===== src/rtl/mod_counter_scheduler_pkg.sv =====
// Shared constants and state encoding for the modulo-N counter scheduler.
package mod_counter_scheduler_pkg;

  localparam int unsigned NREQ_DEF  = 4;
  localparam int unsigned WIDTH_DEF = 3;

  typedef enum logic [1:0] {
    ST_IDLE = 2'd0,
    ST_RUN  = 2'd1,
    ST_DONE = 2'd2
  } state_t;

endpackage


===== src/rtl/mod_counter_scheduler_rr_arbiter.sv =====
// Combinational round-robin arbiter: first set req bit searching upward from ptr.
module rr_arbiter #(
  parameter int unsigned NREQ = 4,
  parameter int unsigned IW   = (NREQ > 1) ? $clog2(NREQ) : 1
) (
  input  logic [NREQ-1:0] req,
  input  logic [IW-1:0]   ptr,
  output logic [NREQ-1:0] gnt,
  output logic [IW-1:0]   idx
);

  // Rotating priority search; lowest offset from ptr wins.
  always_comb begin
    logic        found;
    int unsigned j;
    gnt   = '0;
    idx   = '0;
    found = 1'b0;
    j     = 0;
    for (int unsigned i = 0; i < NREQ; i++) begin
      j = (32'(ptr) + i) % NREQ;
      if (!found && req[IW'(j)]) begin
        found         = 1'b1;
        gnt[IW'(j)]   = 1'b1;
        idx           = IW'(j);
      end
    end
  end

endmodule


===== src/rtl/mod_counter_scheduler.sv =====
// One programmable modulo-N counter shared round-robin among NREQ requesters.
module mod_counter_scheduler
  import mod_counter_scheduler_pkg::*;
#(
  parameter int unsigned NREQ  = NREQ_DEF,
  parameter int unsigned WIDTH = WIDTH_DEF
) (
  input  logic                  clk,
  input  logic                  reset,
  input  logic [NREQ-1:0]       req,
  input  logic [NREQ*WIDTH-1:0] mod_in,
  input  logic                  tick_en,
  output logic [NREQ-1:0]       gnt,
  output logic                  busy,
  output logic [WIDTH-1:0]      count,
  output logic                  tc,
  output logic [NREQ-1:0]       done
);

  localparam int unsigned IW = (NREQ > 1) ? $clog2(NREQ) : 1;

  state_t            state, state_nx;
  logic [WIDTH-1:0]  mod_reg, mod_nx;
  logic [IW-1:0]     ptr, ptr_nx;
  logic [IW-1:0]     win, win_nx;
  logic [NREQ-1:0]   gnt_nx, done_nx;
  logic              busy_nx, tc_nx;
  logic [WIDTH-1:0]  count_nx;
  logic [NREQ-1:0]   arb_gnt;
  logic [IW-1:0]     arb_idx;
  logic [WIDTH-1:0]  last_cnt;
  logic [IW-1:0]     win_inc;

  rr_arbiter #(.NREQ(NREQ), .IW(IW)) u_arb (
    .req (req),
    .ptr (ptr),
    .gnt (arb_gnt),
    .idx (arb_idx)
  );

  // Terminal value: modulus 0 wraps naturally to all-ones (2^WIDTH - 1).
  assign last_cnt = WIDTH'(mod_reg - 1'b1);
  assign win_inc  = (win == IW'(NREQ - 1)) ? '0 : IW'(win + 1'b1);

  // State and registered outputs.
  always_ff @(posedge clk or posedge reset) begin
    if (reset) begin
      state   <= ST_IDLE;
      mod_reg <= '0;
      ptr     <= '0;
      win     <= '0;
      gnt     <= '0;
      busy    <= 1'b0;
      count   <= '0;
      tc      <= 1'b0;
      done    <= '0;
    end else begin
      state   <= state_nx;
      mod_reg <= mod_nx;
      ptr     <= ptr_nx;
      win     <= win_nx;
      gnt     <= gnt_nx;
      busy    <= busy_nx;
      count   <= count_nx;
      tc      <= tc_nx;
      done    <= done_nx;
    end
  end

  // Next-state and next-output logic.
  always_comb begin
    state_nx = state;
    mod_nx   = mod_reg;
    ptr_nx   = ptr;
    win_nx   = win;
    gnt_nx   = gnt;
    busy_nx  = busy;
    count_nx = count;
    tc_nx    = 1'b0;
    done_nx  = '0;
    unique case (state)
      ST_IDLE: begin
        count_nx = '0;
        gnt_nx   = '0;
        busy_nx  = 1'b0;
        if (|req) begin
          mod_nx   = mod_in[arb_idx*WIDTH +: WIDTH];
          win_nx   = arb_idx;
          gnt_nx   = arb_gnt;
          busy_nx  = 1'b1;
          state_nx = ST_RUN;
        end
      end
      ST_RUN: begin
        if (!req[win]) begin
          // Owner withdrew: abort without completion, still rotate priority.
          state_nx = ST_IDLE;
          gnt_nx   = '0;
          busy_nx  = 1'b0;
          count_nx = '0;
          ptr_nx   = win_inc;
        end else if (tick_en) begin
          if (count == last_cnt) begin
            count_nx     = '0;
            tc_nx        = 1'b1;
            done_nx[win] = 1'b1;
            state_nx     = ST_DONE;
          end else begin
            count_nx = WIDTH'(count + 1'b1);
          end
        end
      end
      ST_DONE: begin
        gnt_nx   = '0;
        busy_nx  = 1'b0;
        ptr_nx   = win_inc;
        state_nx = ST_IDLE;
      end
      default: begin
        state_nx = ST_IDLE;
        gnt_nx   = '0;
        busy_nx  = 1'b0;
        count_nx = '0;
      end
    endcase
  end

endmodule

===== config.mk =====
export PLATFORM = sky130hd
export DESIGN_NAME = mod_counter_scheduler
export DESIGN_NICKNAME = d
export VERILOG_FILES = /design/src/rtl/mod_counter_scheduler_pkg.sv /design/src/rtl/mod_counter_scheduler_rr_arbiter.sv /design/src/rtl/mod_counter_scheduler.sv
export SDC_FILE = /design/constraint.sdc
export NUM_CORES = 1
export LEC_CHECK = 0
export ABC_AREA = 1
export BUFFER_PORTS_ARGS = -buffer_cell sky130_fd_sc_hd__buf_2
export CORE_ASPECT_RATIO = 1.4
export CORE_MARGIN = 3
export CORE_UTILIZATION = 59
export DETAILED_ROUTE_END_ITERATION = 6
export GPL_ROUTABILITY_DRIVEN = 1
export GPL_TIMING_DRIVEN = 0
export PLACE_DENSITY_LB_ADDON = 0.1
export SLEW_MARGIN = 30
export SYNTH_ARGS = -nofsm -noshare
export SYNTH_HDL_FRONTEND = slang
export SYNTH_SLANG_ARGS = --single-unit

===== constraint.sdc =====
create_clock -name clk -period 6 [get_ports clk]
set_clock_uncertainty 0.1 [all_clocks]
set_input_delay 0.9 -clock clk [delete_from_list [all_inputs] [get_ports clk]]
set_output_delay 0.9 -clock clk [all_outputs]
set_load 0.05 [all_outputs]

== Yosys cells after proc, flatten, opt, wreduce, memory -nomap -nowiden ==
Cells that the tools add are included.
Operators by class
  add/subtract/negate cells: 6
  multipliers: 1
  magnitude comparators: 10
  eq/ne operators: 8
  shift operators: 1
  muxes and demuxes: 57
  bitwise logic cells: 4
  reduce and logical (&&, ||, !) cells: 18
Operator list (count)
  two-way mux 4 bit: 10
  two-way mux 2 bit: 10
  two-way mux 1 bit: 19
  less-than comparator 2 x 3 -> 1 bit, second input constant: 5
  bitwise OR 4 bit: 3
  indexed part select 12 x 5 -> 3 bit: 1
  binary-select mux 1 bit (select 2 bit): 5
  demux 1 bit (select 2 bit): 5
  greater-or-equal comparator 2 x 1 -> 1 bit, second input constant: 5
  two-way mux 3 bit: 3
  logical AND 1 bit: 8
  one-hot mux 2 bit (2 select lines): 2
  one-hot mux 4 bit (2 select lines): 1
  != test 3 bit, second input constant: 2
  one-hot mux 3 bit (2 select lines): 1
  AND reduction 2 bit: 3
  adder 2 x 1 -> 2 bit, second input constant: 2
  adder 2 bit, second input constant: 2
  == test 2 bit, second input constant: 2
  multiplier 2 x 2 -> 4 bit, second input constant: 1
  != test 2 bit, second input constant: 2
  OR reduction 4 bit: 1
  adder 3 x 1 -> 3 bit, second input constant: 1
  == test 3 bit: 1
  other kinds (8): 10
Storage, ports and cells
  register bits: 22
  output and inout bits: 13

== Depth between registers and ports, before layout ==
Gate-level depths: netlist of the first run.
  depth in word-level cells: 14
  gate-level depth with buffers: 14

== Hierarchy ==
Synthesis of the first run repeated with hierarchy kept, for this count alone.
Second synthesis, totals
  cell total of the unflattened synthesis: 219
  area, all modules: 1671.6 um2
By module, submodules not included
  mod_counter_scheduler: times used 1, cells an instance 137, area an instance 1194.9 um2
  rr_arbiter: times used 1, cells an instance 82, area an instance 476.7 um2

== Worst setup path after synthesis of the first run ==
No wires, ideal clock.
  kind: reg2reg
  from: reg ptr[0]
  to: reg mod_reg[0]
  setup time: 0.124 ns
  data arrival time: 1.852 ns
  required time: 5.776 ns
  slack: 3.924 ns
  stages on the path, launching flop included: 15
  buffers on the path: 0
  period minus slack after synthesis: 2.076 ns
  path through: dfrtp_1 -> inv_2 -> ha_1 -> inv_1 -> nand3_1 -> nand2_2 -> inv_2 -> nor2_8 -> nand2_4 -> nand2_4 -> nand2_4 -> nand2_1 -> nand2_1 -> nand2_1 -> nand3_1
On the way
  cells in the longest elaborated chain, start to end: 14
  elaborated cells on any way between the ends: 26
  classes of those cells: add/sub (3); mul (1); shift (1); mux (15); reduce/logical (6)
Ends and longest elaborated chain
  start, declared: RTL line mod_counter_scheduler.sv:24  | logic [IW-1:0] ptr, ptr_nx;
  start signal, assigned: RTL line mod_counter_scheduler.sv:60  | ptr <= ptr_nx;
  parallel branches: the longest is 11 deep, another holds adder 2 x 1 -> 2 bit
  two-way mux 2 bit (*): RTL line mod_counter_scheduler_rr_arbiter.sv:22  | if (!found && req[IW'(j)]) begin
  multiplier 2 x 2 -> 4 bit (*): RTL line mod_counter_scheduler.sv:87  | mod_nx = mod_in[arb_idx*WIDTH +: WIDTH];
  indexed part select 12 x 5 -> 3 bit (*): RTL line mod_counter_scheduler.sv:87
  end signal, assigned: RTL line mod_counter_scheduler.sv:59  | mod_reg <= mod_nx;
  end, declared: RTL line mod_counter_scheduler.sv:23  | logic [WIDTH-1:0] mod_reg, mod_nx;
Mark *: on every way between the ends. The select of a mux whose other input is x is not followed.
A chain may end at the register's enable or synchronous reset.

== Worst setup path after layout of the first run ==
  from: reg ptr[0]
  to: reg mod_reg[1]
Same word-level chain as after synthesis.

==> results of run 1 <==
==> area by class of cell <==
cell class                 instances  area, µm²  area share [%]
timing repair buffer              31        155            8.30
inverter                          39        146            7.83
tap                               34       42.5            2.28
sequential                        22        551            29.5
multi-input combinational        161        922            49.3
clock inverter                     1       30.0            1.61
clock buffer                       3       22.5            1.20
==> placed cells by master, fill, tap and decap left out <==
cell / n
a21oi_1: 6
and2_4: 1
buf_2: 31
bufinv_16: 1
clkbuf_4: 3
clkinv_1: 1
dfrtp_1: 22
ha_1: 13
inv_1: 36
inv_2: 2
nand2_1: 70
nand2_2: 5
nand2_4: 4
nand3_1: 15
nand3_2: 3
nand4_1: 1
nand4_4: 1
nor2_1: 14
nor2_2: 2
nor2_4: 1
nor2_8: 1
nor3_2: 1
nor4_1: 1
o21ai_0: 11
o21ai_1: 4
o21ai_4: 1
o22ai_1: 3
xnor2_1: 1
xor2_1: 2
==> metal layers <==
| metal | share of wire, % | vias up | global-route usage (%) |
|---|---|---|---|
| met5 | 0 | - | 0 |
| met4 | 1.5 | 0 | 6.57 |
| met3 | 2.5 | 7 | 2.61 |
| met2 | 55 | 22 | 43.1 |
| met1 | 41 | 699 | 22.8 |
| li1 | - | 761 | - |
==> kinds of logic (layout without fill, tap and decap cells) <==
kind of cell / count (synthesis) / count (layout) / synth area share (%)
AO/OA/AOI/OAI: 25 / 25 / 8.66
XOR/XNOR: 3 / 3 / 1.62
adder cells (fa/ha/maj): 13 / 13 / 10.0
buffers and inverters: 39 / 74 / 9.04
flip-flops: 22 / 22 / 34.0
AND/OR/NAND/NOR: 120 / 120 / 36.6
==> power by group through the flow <==
stage / Sequential (W) / Combinational [W] / Clock (W)
floorplan: 0.000302 / 0.000533 / 0
global placement: 0.000250 / 0.000708 / 0
detailed placement: 0.000251 / 0.000725 / 0
CTS: 0.000249 / 0.000730 / 0.000114
global route: 0.000256 / 0.000829 / 0.000121
finish: 0.000248 / 0.000726 / 0.000113
==> through the flow <==
stage / instance area, µm² / std cells / hold WS, ns / utilization (%) / setup WS, ns
global placement: 1820 / 287 / 0.352 / 72.8 / 3.66
CTS: 1870 / 291 / 0.383 / 74.9 / 3.59
floorplan: 1620 / 222 / 0.365 / - / 3.92
detailed placement: 1820 / 287 / 0.353 / 72.8 / 3.63
finish: 1870 / 291 / 0.382 / 74.9 / 3.62
global route: 1870 / 291 / 0.412 / 74.9 / 3.42
==> worst reg2reg max path: stages (launching register included) <==
cell,delay [ns]
dfrtp_1,0.58
inv_2,0.20
ha_1,0.40
inv_1,0.09
nand3_1,0.09
nand2_2,0.10
inv_2,0.06
nor2_8,0.12
nand2_4,0.09
nand2_4,0.12
nand2_4,0.08
nand2_1,0.07
nand2_1,0.04
nand2_1,0.05
nand3_1,0.08
==> worst paths after layout <==
kind                       startpoint    endpoint  slack (ns)  depth (start not counted)
min                              busy        busy        0.38                          2
min reg2reg                      busy        busy        0.38                          2
max in group asynchronous       reset      win[0]        4.69                          2
min in group asynchronous       reset          tc        0.61                          2
max                            ptr[0]  mod_reg[1]        3.62                         14
max reg2reg                    ptr[0]  mod_reg[1]        3.62                         14
==> flow_metrics.py, run 1 <==
metrics = {
    "outcome": {
        "outcome": "completed",
    },
    "power_and_ir_drop": {
        "sw_frac_of_total_pct": 54.6,
        "intPower_w": 0.000494,
        "clockPowerShare_pct": 10.4,
        "switchingPower_w": 0.000593,
        "finalPower_w": 0.00109,
        "powerDensity_nw_per_um2": 582,
        "power_frac_comb_pct": 66.8,
        "vdd_drop_max_uv": 325,
        "seq_power_share_pct": 22.8,
        "p_leak_nw": 1.10,
    },
    "layout": {
        "area_growth_pct": 15.5,
        "final_net_count": 290,
        "n_fill_cell": 212,
        "diodes": 0,
        "top_regs": "done x4, gnt x4",
        "final_layout_size_suffix_gt1_share_pct": 22.2,
    },
    "timing": {
        "finalMaxSlewViolations": 0,
        "setup_violations": 0,
        "grt_setup_unrepaired": "no",
        "max_slew_margin_pct": 47.3,
        "layout_min_cycle_time_ns": 2.38,
        "fmax_mhz": 420,
        "hold_viol_final": 0,
        "tightest_slew_ns": 0.790,
        "fin_crit_sh_pct": 39.7,
        "fin_tns_setup_ns": 0,
    },
    "setup_path": {
        "critical_path_required_ns": 6.10,
        "critPathTopFamily": "simple AND/OR/NAND/NOR gates",
        "critPathKind": "reg2reg",
        "worstSetupEndpointType": "flop",
        "crit_fanout": 10,
        "cp_slowest_cell": "dfrtp_1",
        "cp.arrival_ns": 2.48,
        "path_buf_inv": 3,
        "crit_chain": "inv_2, ha_1, inv_1, nand3_1, nand2_2, inv_2, nor2_8, nand2_4, nand2_4, nand2_4, nand2_1, nand2_1, nand2_1, nand3_1",
        "cpPeakStageDelay_ns": 0.58,
        "start_kind": "flop",
    },
    "logic_synthesis": {
        "yosysWarnings": 0,
        "synth_area_um2": 1620,
        "synth_seq_cells": 22,
        "yosysSeqAreaShare_pct": 34.0,
        "synth_fp_nets": 254,
        "synth_edf_count": 0,
        "yosysMostFrequentCell": "nand2_1",
        "synth_common_cells": "nand2_1 (70), inv_1 (36), dfrtp_1 (22), nand3_1 (15), nor2_1 (14)",
        "ys.flop_type": "dfrtp_1",
        "synthArstFlopShare_pct": 100,
        "yosys.area.top_type_share_pct": 34.0,
        "synth_cells": 222,
        "synth_cell_type_count": 26,
        "yosysTopAreaCell": "dfrtp_1",
        "syn_avg_cell_area_um2": 7.29,
        "synthTopCellsByArea": "dfrtp_1 (34%), nand2_1 (16%), ha_1 (10%)",
    },
    "global_route": {
        "grt_usage_pct": 21.4,
        "antenna_found_initial": 0,
        "grt_pass1_vias": 1417,
        "grt_pass1_wl_mm": 5.65,
        "grt_overflow": 0,
        "grt_max_degree": 23,
    },
    "cts": {
        "cts.sinks": 22,
        "cts_resized": 0,
        "cts_buffer_depth": 2,
        "clk_pin_slew_ns": 0.12,
        "cts_buffers": 3,
        "clk_latency_ns": 0.31,
        "cts-root-buf": "clkbuf_4",
        "post_cts_buffers": 0,
        "tritoncts": "yes",
        "cts_max_level": 1,
        "hold_buffers": 0,
    },
    "floorplan": {
        "fp.dieH_um": 68.0,
        "core_area_um2": 2500,
        "row_count": 21,
        "die_area_um2": 3420,
        "io_pins": 32,
        "dieWidth_um": 50.3,
        "start_util_pct": 64.9,
    },
    "drt": {
        "drc": 0,
        "wl_mm": 3.26,
        "antenna_left": 0,
        "first_iter_violations": 29,
        "drt_pass1_iterations": 4,
        "wl_per_cell_um": 11.2,
        "vias": 1489,
        "viasPerCell": 5.12,
    },
    "flow_run": {
        "drv_cap": 0,
    },
    "min_path": {
        "hold_class": "reg2reg",
    },
    "placed_design": {
        "io_buffers": 31,
        "place_hpwl_mm": 2.61,
        "gp_congestion": 0.799,
    },
}
(Power assumes the default switching activity.)
==> run 2: changes to the inputs <==
--- a/config.mk
+++ b/config.mk
@@ -5,11 +5,11 @@
 export SDC_FILE = /design/constraint.sdc
 export NUM_CORES = 1
 export LEC_CHECK = 0
-export ABC_AREA = 1
+export ABC_AREA = 0
 export BUFFER_PORTS_ARGS = -buffer_cell sky130_fd_sc_hd__buf_2
 export CORE_ASPECT_RATIO = 1.4
 export CORE_MARGIN = 3
-export CORE_UTILIZATION = 59
+export CORE_UTILIZATION = 55
 export DETAILED_ROUTE_END_ITERATION = 6
 export GPL_ROUTABILITY_DRIVEN = 1
 export GPL_TIMING_DRIVEN = 0
==> constraint.sdc (replaced) <==
create_clock -name clk -period 2.5 [get_ports clk]
set_clock_uncertainty 0.1 [all_clocks]
set_input_delay 0.375 -clock clk [delete_from_list [all_inputs] [get_ports clk]]
set_output_delay 0.375 -clock clk [all_outputs]
set_load 0.05 [all_outputs]
==> run 2 against run 1 <==
Against the previous run:
- the run now ends with setup timing left
- via count down 4.2%
- fmax down 9.1%
- sequential share of layout area down 2.3 points
- critical path type unchanged
- total power rose to 2.6 times the previous value
- flip-flop and latch count unchanged
- global-route usage up 2.2 points
- largest cell class unchanged
- hold slack worse by 0.29 ns
- area after synthesis down 1.2%
==> flow_metrics.py, run 2 <==
metrics = {
    "outcome": {
        "outcome": "finished, violations left",
        "violations": "setup timing",
    },
    "power_and_ir_drop": {
        "seq_power_share_pct": 19.7,
        "vdd_drop_max_uv": 977,
        "finalPower_w": 0.00286,
        "p_leak_nw": 1.00,
        "clockPowerShare_pct": 9.5,
        "sw_frac_of_total_pct": 45.6,
        "power_frac_comb_pct": 70.8,
        "intPower_w": 0.00155,
        "switchingPower_w": 0.00130,
        "powerDensity_nw_per_um2": 1400,
    },
    "floorplan": {
        "io_pins": 32,
        "row_count": 22,
        "start_util_pct": 59.3,
        "core_area_um2": 2700,
        "die_area_um2": 3600,
        "dieWidth_um": 51.6,
        "fp.dieH_um": 69.8,
    },
    "placed_design": {
        "gp_congestion": 0.832,
        "place_hpwl_mm": 2.80,
        "dpl.cell_count": 229,
        "post-place-ws_ns": -0.547,
        "io_buffers": 31,
    },
    "logic_synthesis": {
        "ys.flop_type": "dfrtp_1",
        "synthArstFlopShare_pct": 100,
        "yosysWarnings": 0,
        "synthTopCellsByArea": "dfrtp_1 (34%), ha_1 (10%), mux4_2 (7.0%)",
        "synth_fp_nets": 194,
        "synth_cells": 162,
        "syn_avg_cell_area_um2": 9.87,
        "synth_edf_count": 0,
        "yosys.area.top_type_share_pct": 34.4,
        "synth_cell_type_count": 40,
        "synth_common_cells": "dfrtp_1 (22), nand2_1 (19), ha_1 (13), nor2_1 (11), o21ai_0 (11)",
        "yosysSeqAreaShare_pct": 34.4,
        "yosysMostFrequentCell": "dfrtp_1",
        "yosysTopAreaCell": "dfrtp_1",
        "synth_seq_cells": 22,
        "synth_area_um2": 1600,
    },
    "layout": {
        "fin_cells": 246,
        "regArea_um2": 553,
        "final_core_util_pct": 75.6,
        "n_fill_cell": 212,
        "diodes": 0,
        "top_regs": "done x4, gnt x4",
        "area_growth_pct": 27.5,
        "multi_input_area_um2": 1030,
        "layout_common_cells": "buf_2 (32), dfrtp_1 (20), nand2_1 (19), buf_4 (15), ha_1 (12)",
        "final_net_count": 243,
        "layout_commonest_cell": "buf_2",
        "final_layout_size_suffix_gt1_share_pct": 35.7,
    },
    "drt": {
        "wl_met2_mm": 2.15,
        "wl_mm": 3.84,
        "vias": 1426,
        "antenna_left": 0,
        "drc": 0,
        "wl_met3_um": 140,
        "drt-met1-wl_mm": 1.43,
        "viasPerCell": 5.80,
        "highest_layer": "met4",
        "wl_per_cell_um": 15.6,
        "drt_pass1_iterations": 4,
        "first_iter_violations": 37,
    },
    "timing": {
        "finalMaxSlewViolations": 0,
        "tightest_slew_ns": 0.804,
        "layout_min_cycle_time_ns": 2.62,
        "setup_violations": 3,
        "fin_crit_sh_pct": 105,
        "fmax_mhz": 382,
        "max_slew_margin_pct": 46.3,
        "hold_viol_final": 0,
        "fin_ws_ns": -0.119,
        "fin_tns_setup_ns": -0.329,
        "grt_setup_unrepaired": "yes",
    },
    "global_route": {
        "grt_overflow": 0,
        "grt_pass1_vias": 1515,
        "grt_usage_pct": 23.7,
        "grt_max_degree": 23,
        "grt_pass1_wl_mm": 6.62,
        "antenna_found_initial": 0,
    },
    "setup_path": {
        "cp.arrival_ns": 2.76,
        "critPathKind": "reg2reg",
        "start_kind": "flop",
        "critical_path_required_ns": 2.64,
        "crit_fanout": 4,
        "worstSetupEndpointType": "flop",
    },
    "cts": {
        "tritoncts": "yes",
        "clk_pin_slew_ns": 0.12,
        "cts.sinks": 22,
        "cts_buffer_depth": 2,
        "hold_buffers": 0,
        "clk_latency_ns": 0.31,
        "cts_buffers": 3,
        "cts_max_level": 1,
        "cts-root-buf": "clkbuf_4",
    },
    "flow_run": {
        "drv_cap": 0,
    },
    "min_path": {
        "hold_class": "in2async",
    },
}
==> run 2: changes by cell type in the layout (fill, tap and decap cells not counted), moves of 5 or more <==
cell / previous run / this run
and2_1: 0 / 5
buf_4: 0 / 15
inv_1: 36 / 7
mux2i_1: 0 / 8
mux4_2: 0 / 5
nand2_1: 70 / 19
nand2_2: 5 / 0
nand3_1: 15 / 0
==> run 2: worst max-delay path: stages (launching register included) <==
cell,delay (ns)
dfrtp_2,0.41
buf_8,0.12
inv_8,0.03
ha_4,0.26
mux4_2,0.57
buf_6,0.16
o211a_4,0.23
a21o_1,0.15
a2111o_1,0.44
o221ai_2,0.07
==> run 2: metal layers <==
| layer | up-vias | global-route usage [%] |
|---|---|---|
| li1 | 681 | - |
| met1 | 688 | 25.8 |
| met2 | 47 | 45.0 |
| met3 | 10 | 0.645 |
| met4 | 0 | 10.8 |
| met5 | - | 0 |
==> run 2: cell families after synthesis <==
kind of cell	count (synthesis)	synth area share, %
AO/OA/AOI/OAI	36	16.4
XOR/XNOR	3	1.64
adder cells (fa/ha/maj)	13	10.2
buffers and inverters	17	5.32
flip-flops	22	34.4
multiplexers	14	12.8
AND/OR/NAND/NOR	57	19.3
==> run 2: final cells by class <==
type | instances | area share (%)
plain buffers | 6 | 2.27
clock buffers | 3 | 1.10
multi-input cells | 123 | 50.5
flip-flops and latches | 22 | 27.1
repair buffers | 46 | 13.3
clock inverters | 1 | 1.47
inverters | 9 | 2.03
well taps | 36 | 2.21
==> run 2: power groups by stage <==
stage / sequential [W] / clock (W) / combinational [W]
final: 0.000564 / 0.000272 / 0.00202
after global routing: 0.000580 / 0.000286 / 0.00221
after CTS: 0.000561 / 0.000273 / 0.00188
after detailed placement: 0.000593 / 0 / 0.00165
after global placement: 0.000584 / 0 / 0.00157
after floorplan: 0.000705 / 0 / 0.00120
==> run 2: final timing paths <==
check | start | endpoint | slack [ns] | depth (start not counted)
setup / recovery | ptr[0] | mod_reg[0] | -0.12 | 9
hold / removal | reset | gnt[3] | 0.09 | 2
setup reg to reg | ptr[0] | mod_reg[0] | -0.12 | 9
hold reg to reg | busy | busy | 0.38 | 2
max in group asynchronous | reset | ptr[0] | 1.66 | 2
min in group clk | tick_en | state[0] | 0.25 | 4
==> run 2: through the flow <==
stage | area [µm²] | hold WS, ns
after floorplan | 1650 | 0.264
after global placement | 1850 | 0.355
after detailed placement | 1850 | 0.358
after CTS | 1990 | 0.130
after global routing | 2040 | 0.159
final | 2040 | 0.0915
==> run 2: repair_timing <==
action	in CTS	in global routing
resized for setup	6	4
pin swaps	6	2
setup buffers	12	3
endpoints found under the setup margin	9	5
==> run 3: changes to the inputs <==
--- a/config.mk
+++ b/config.mk
@@ -9,7 +9,7 @@
 export BUFFER_PORTS_ARGS = -buffer_cell sky130_fd_sc_hd__buf_2
 export CORE_ASPECT_RATIO = 1.4
 export CORE_MARGIN = 3
-export CORE_UTILIZATION = 55
+export CORE_UTILIZATION = 40
 export DETAILED_ROUTE_END_ITERATION = 6
 export GPL_ROUTABILITY_DRIVEN = 1
 export GPL_TIMING_DRIVEN = 0
==> constraint.sdc (replaced) <==
create_clock -name clk -period 2.28 [get_ports clk]
set_clock_uncertainty 0.1 [all_clocks]
set_input_delay 0.342 -clock clk [delete_from_list [all_inputs] [get_ports clk]]
set_output_delay 0.342 -clock clk [all_outputs]
set_load 0.05 [all_outputs]
==> run 3 against run 2 <==
Against the previous run:
- sequential share of layout area fell by 0.79 points
- critical path depth rose by 1
- the flow still finishes with violations (setup timing)
- non-clock buffer count rose by 1
- register-to-register slack got worse by 0.15 ns
- die area rose by 33%
- critical path type unchanged
- worst setup slack got worse by 0.15 ns
==> flow_metrics.py, run 3 (synthesis gave the netlist of run 2 again) <==
metrics = {
    "drt": {
        "wl_per_cell_um": 15.2,
        "drt_pass1_iterations": 5,
        "first_iter_violations": 46,
        "vias": 1408,
        "viasPerCell": 5.57,
        "antenna_left": 0,
        "wl_mm": 3.85,
        "drc": 0,
    },
    "timing": {
        "fin_tns_setup_ns": -1.34,
        "layout_min_cycle_time_ns": 2.54,
        "grt_setup_unrepaired": "yes",
        "setup_violations": 9,
        "fmax_mhz": 393,
        "hold_viol_final": 0,
        "hold_ws_ns": 0.127,
        "max_slew_margin_pct": 46.1,
        "fin_ws_ns": -0.265,
        "tightest_slew_ns": 0.808,
        "fin_crit_sh_pct": 112,
        "finalMaxSlewViolations": 0,
    },
    "outcome": {
        "violations": "setup timing",
        "outcome": "finished, violations left",
    },
    "cts": {
        "clk_pin_slew_ns": 0.08,
        "cts_buffer_depth": 2,
        "clk_latency_ns": 0.26,
        "cts_max_level": 1,
        "cts_buffers": 3,
        "tritoncts": "yes",
        "hold_buffers": 0,
        "cts.sinks": 22,
        "cts-root-buf": "clkbuf_8",
    },
    "global_route": {
        "antenna_found_initial": 0,
        "grt_pass1_vias": 1291,
        "grt_pass1_wl_mm": 6.01,
        "grt_overflow": 0,
        "grt_usage_pct": 16.0,
        "grt_max_degree": 23,
    },
    "floorplan": {
        "start_util_pct": 42.7,
        "die_area_um2": 4800,
        "io_pins": 32,
        "fp.dieH_um": 80.8,
        "core_area_um2": 3740,
        "row_count": 26,
        "dieWidth_um": 59.4,
    },
    "power_and_ir_drop": {
        "vdd_drop_max_uv": 871,
        "p_leak_nw": 1.02,
        "powerDensity_nw_per_um2": 1530,
    },
    "setup_path": {
        "crit_fanout": 4,
        "worstSetupEndpointType": "flop",
        "rr_worst_depth": 10,
        "r2r_slack_ns": -0.26,
        "critPathKind": "reg2reg",
        "critical_path_required_ns": 2.36,
        "r2r_end": "mod_reg[0]",
        "regToRegStartpoint": "ptr[0]",
        "cp.arrival_ns": 2.63,
        "start_kind": "flop",
    },
    "min_path": {
        "hold_class": "in2async",
    },
    "layout": {
        "layout_common_cells": "buf_2 (32), dfrtp_1 (20), nand2_1 (19), buf_4 (14), ha_1 (12)",
        "layout_commonest_cell": "buf_2",
        "final_core_util_pct": 56.1,
        "diodes": 0,
        "final_net_count": 244,
        "top_regs": "done x4, gnt x4",
        "area_growth_pct": 31.3,
        "n_fill_cell": 340,
        "final_layout_size_suffix_gt1_share_pct": 39.3,
    },
    "placed_design": {
        "gp_congestion": 0.898,
        "io_buffers": 31,
        "place_hpwl_mm": 2.72,
    },
    "flow_run": {
        "drv_cap": 0,
    },
}
## run 3: cell types whose count changed in the layout (fill, tap and decap cells not counted), moves of 2 or more
cell      previous run  this run
clkbuf_8             0         4
nor3_2               0         2
a221oi_2             1         4
o21ai_0             11         6
nor3_1               4         2
a221oi_1             3         0
clkbuf_4             3         0
o21ai_1              3         7
buf_6                2         4
## run 3: worst max-delay path: stages, from the launching register on
cell and delay (ns):
dfrtp_2 0.39, buf_8 0.12, inv_8 0.03, ha_4 0.26, mux4_2 0.57, buf_6 0.16
nor2b_4 0.14, nor3_2 0.05, o21ba_1 0.16, a2111o_1 0.42, o221ai_2 0.08
## run 3: worst max-delay path by stage
stage                            end   start
after detailed placement  mod_reg[0]  ptr[0]
after global routing      mod_reg[0]  ptr[0]
final                     mod_reg[0]  ptr[0]
after CTS                 mod_reg[0]  ptr[0]
after global placement    mod_reg[0]  ptr[1]
after floorplan           mod_reg[0]  ptr[0]
## run 3: layout make-up
class | count | area, µm² | area share (%)
inverter | 9 | 41.3 | 1.97
tap | 42 | 52.6 | 2.50
timing repair buffer | 47 | 287 | 13.6
multi-input combinational | 123 | 1060 | 50.7
sequential | 22 | 553 | 26.3
buffer | 6 | 46.3 | 2.21
clock buffer | 4 | 55.1 | 2.62
## run 3: power breakdown
group | leakage [nW] | internal (W) | total, W | switching, W
clock | 0.0288 | 0.000154 | 0.000276 | 0.000123
combinational | 0.710 | 0.00106 | 0.00232 | 0.00125
sequential | 0.286 | 0.000517 | 0.000619 | 0.000102
## run 3: per-stage QoR
stage | power (W) | cell area [µm²] | setup slack [ns] | cells
floorplan | 0.00210 | 1650 | -0.478 | 162
global placement | 0.00240 | 1850 | -0.751 | 235
detailed placement | 0.00245 | 1850 | -0.768 | 235
CTS | 0.00301 | 2020 | -0.319 | 250
global route | 0.00344 | 2100 | -0.353 | 253
finish | 0.00321 | 2100 | -0.265 | 253
## run 3: what timing repair did
action,in CTS,in global routing
resized for setup,10,13
pin swaps,7,9
buffers inserted,13,3
setup endpoints to repair,9,14
## run 3: metal layers
layer / global-route usage, % / part of all wire [%] / vias up
li1: - / - / 683
met1: 20.0 / 41 / 678
met2: 28.6 / 55 / 38
met3: 0.636 / 2.6 / 9
met4: 5.90 / 1.8 / 0
met5: 0 / 0 / -
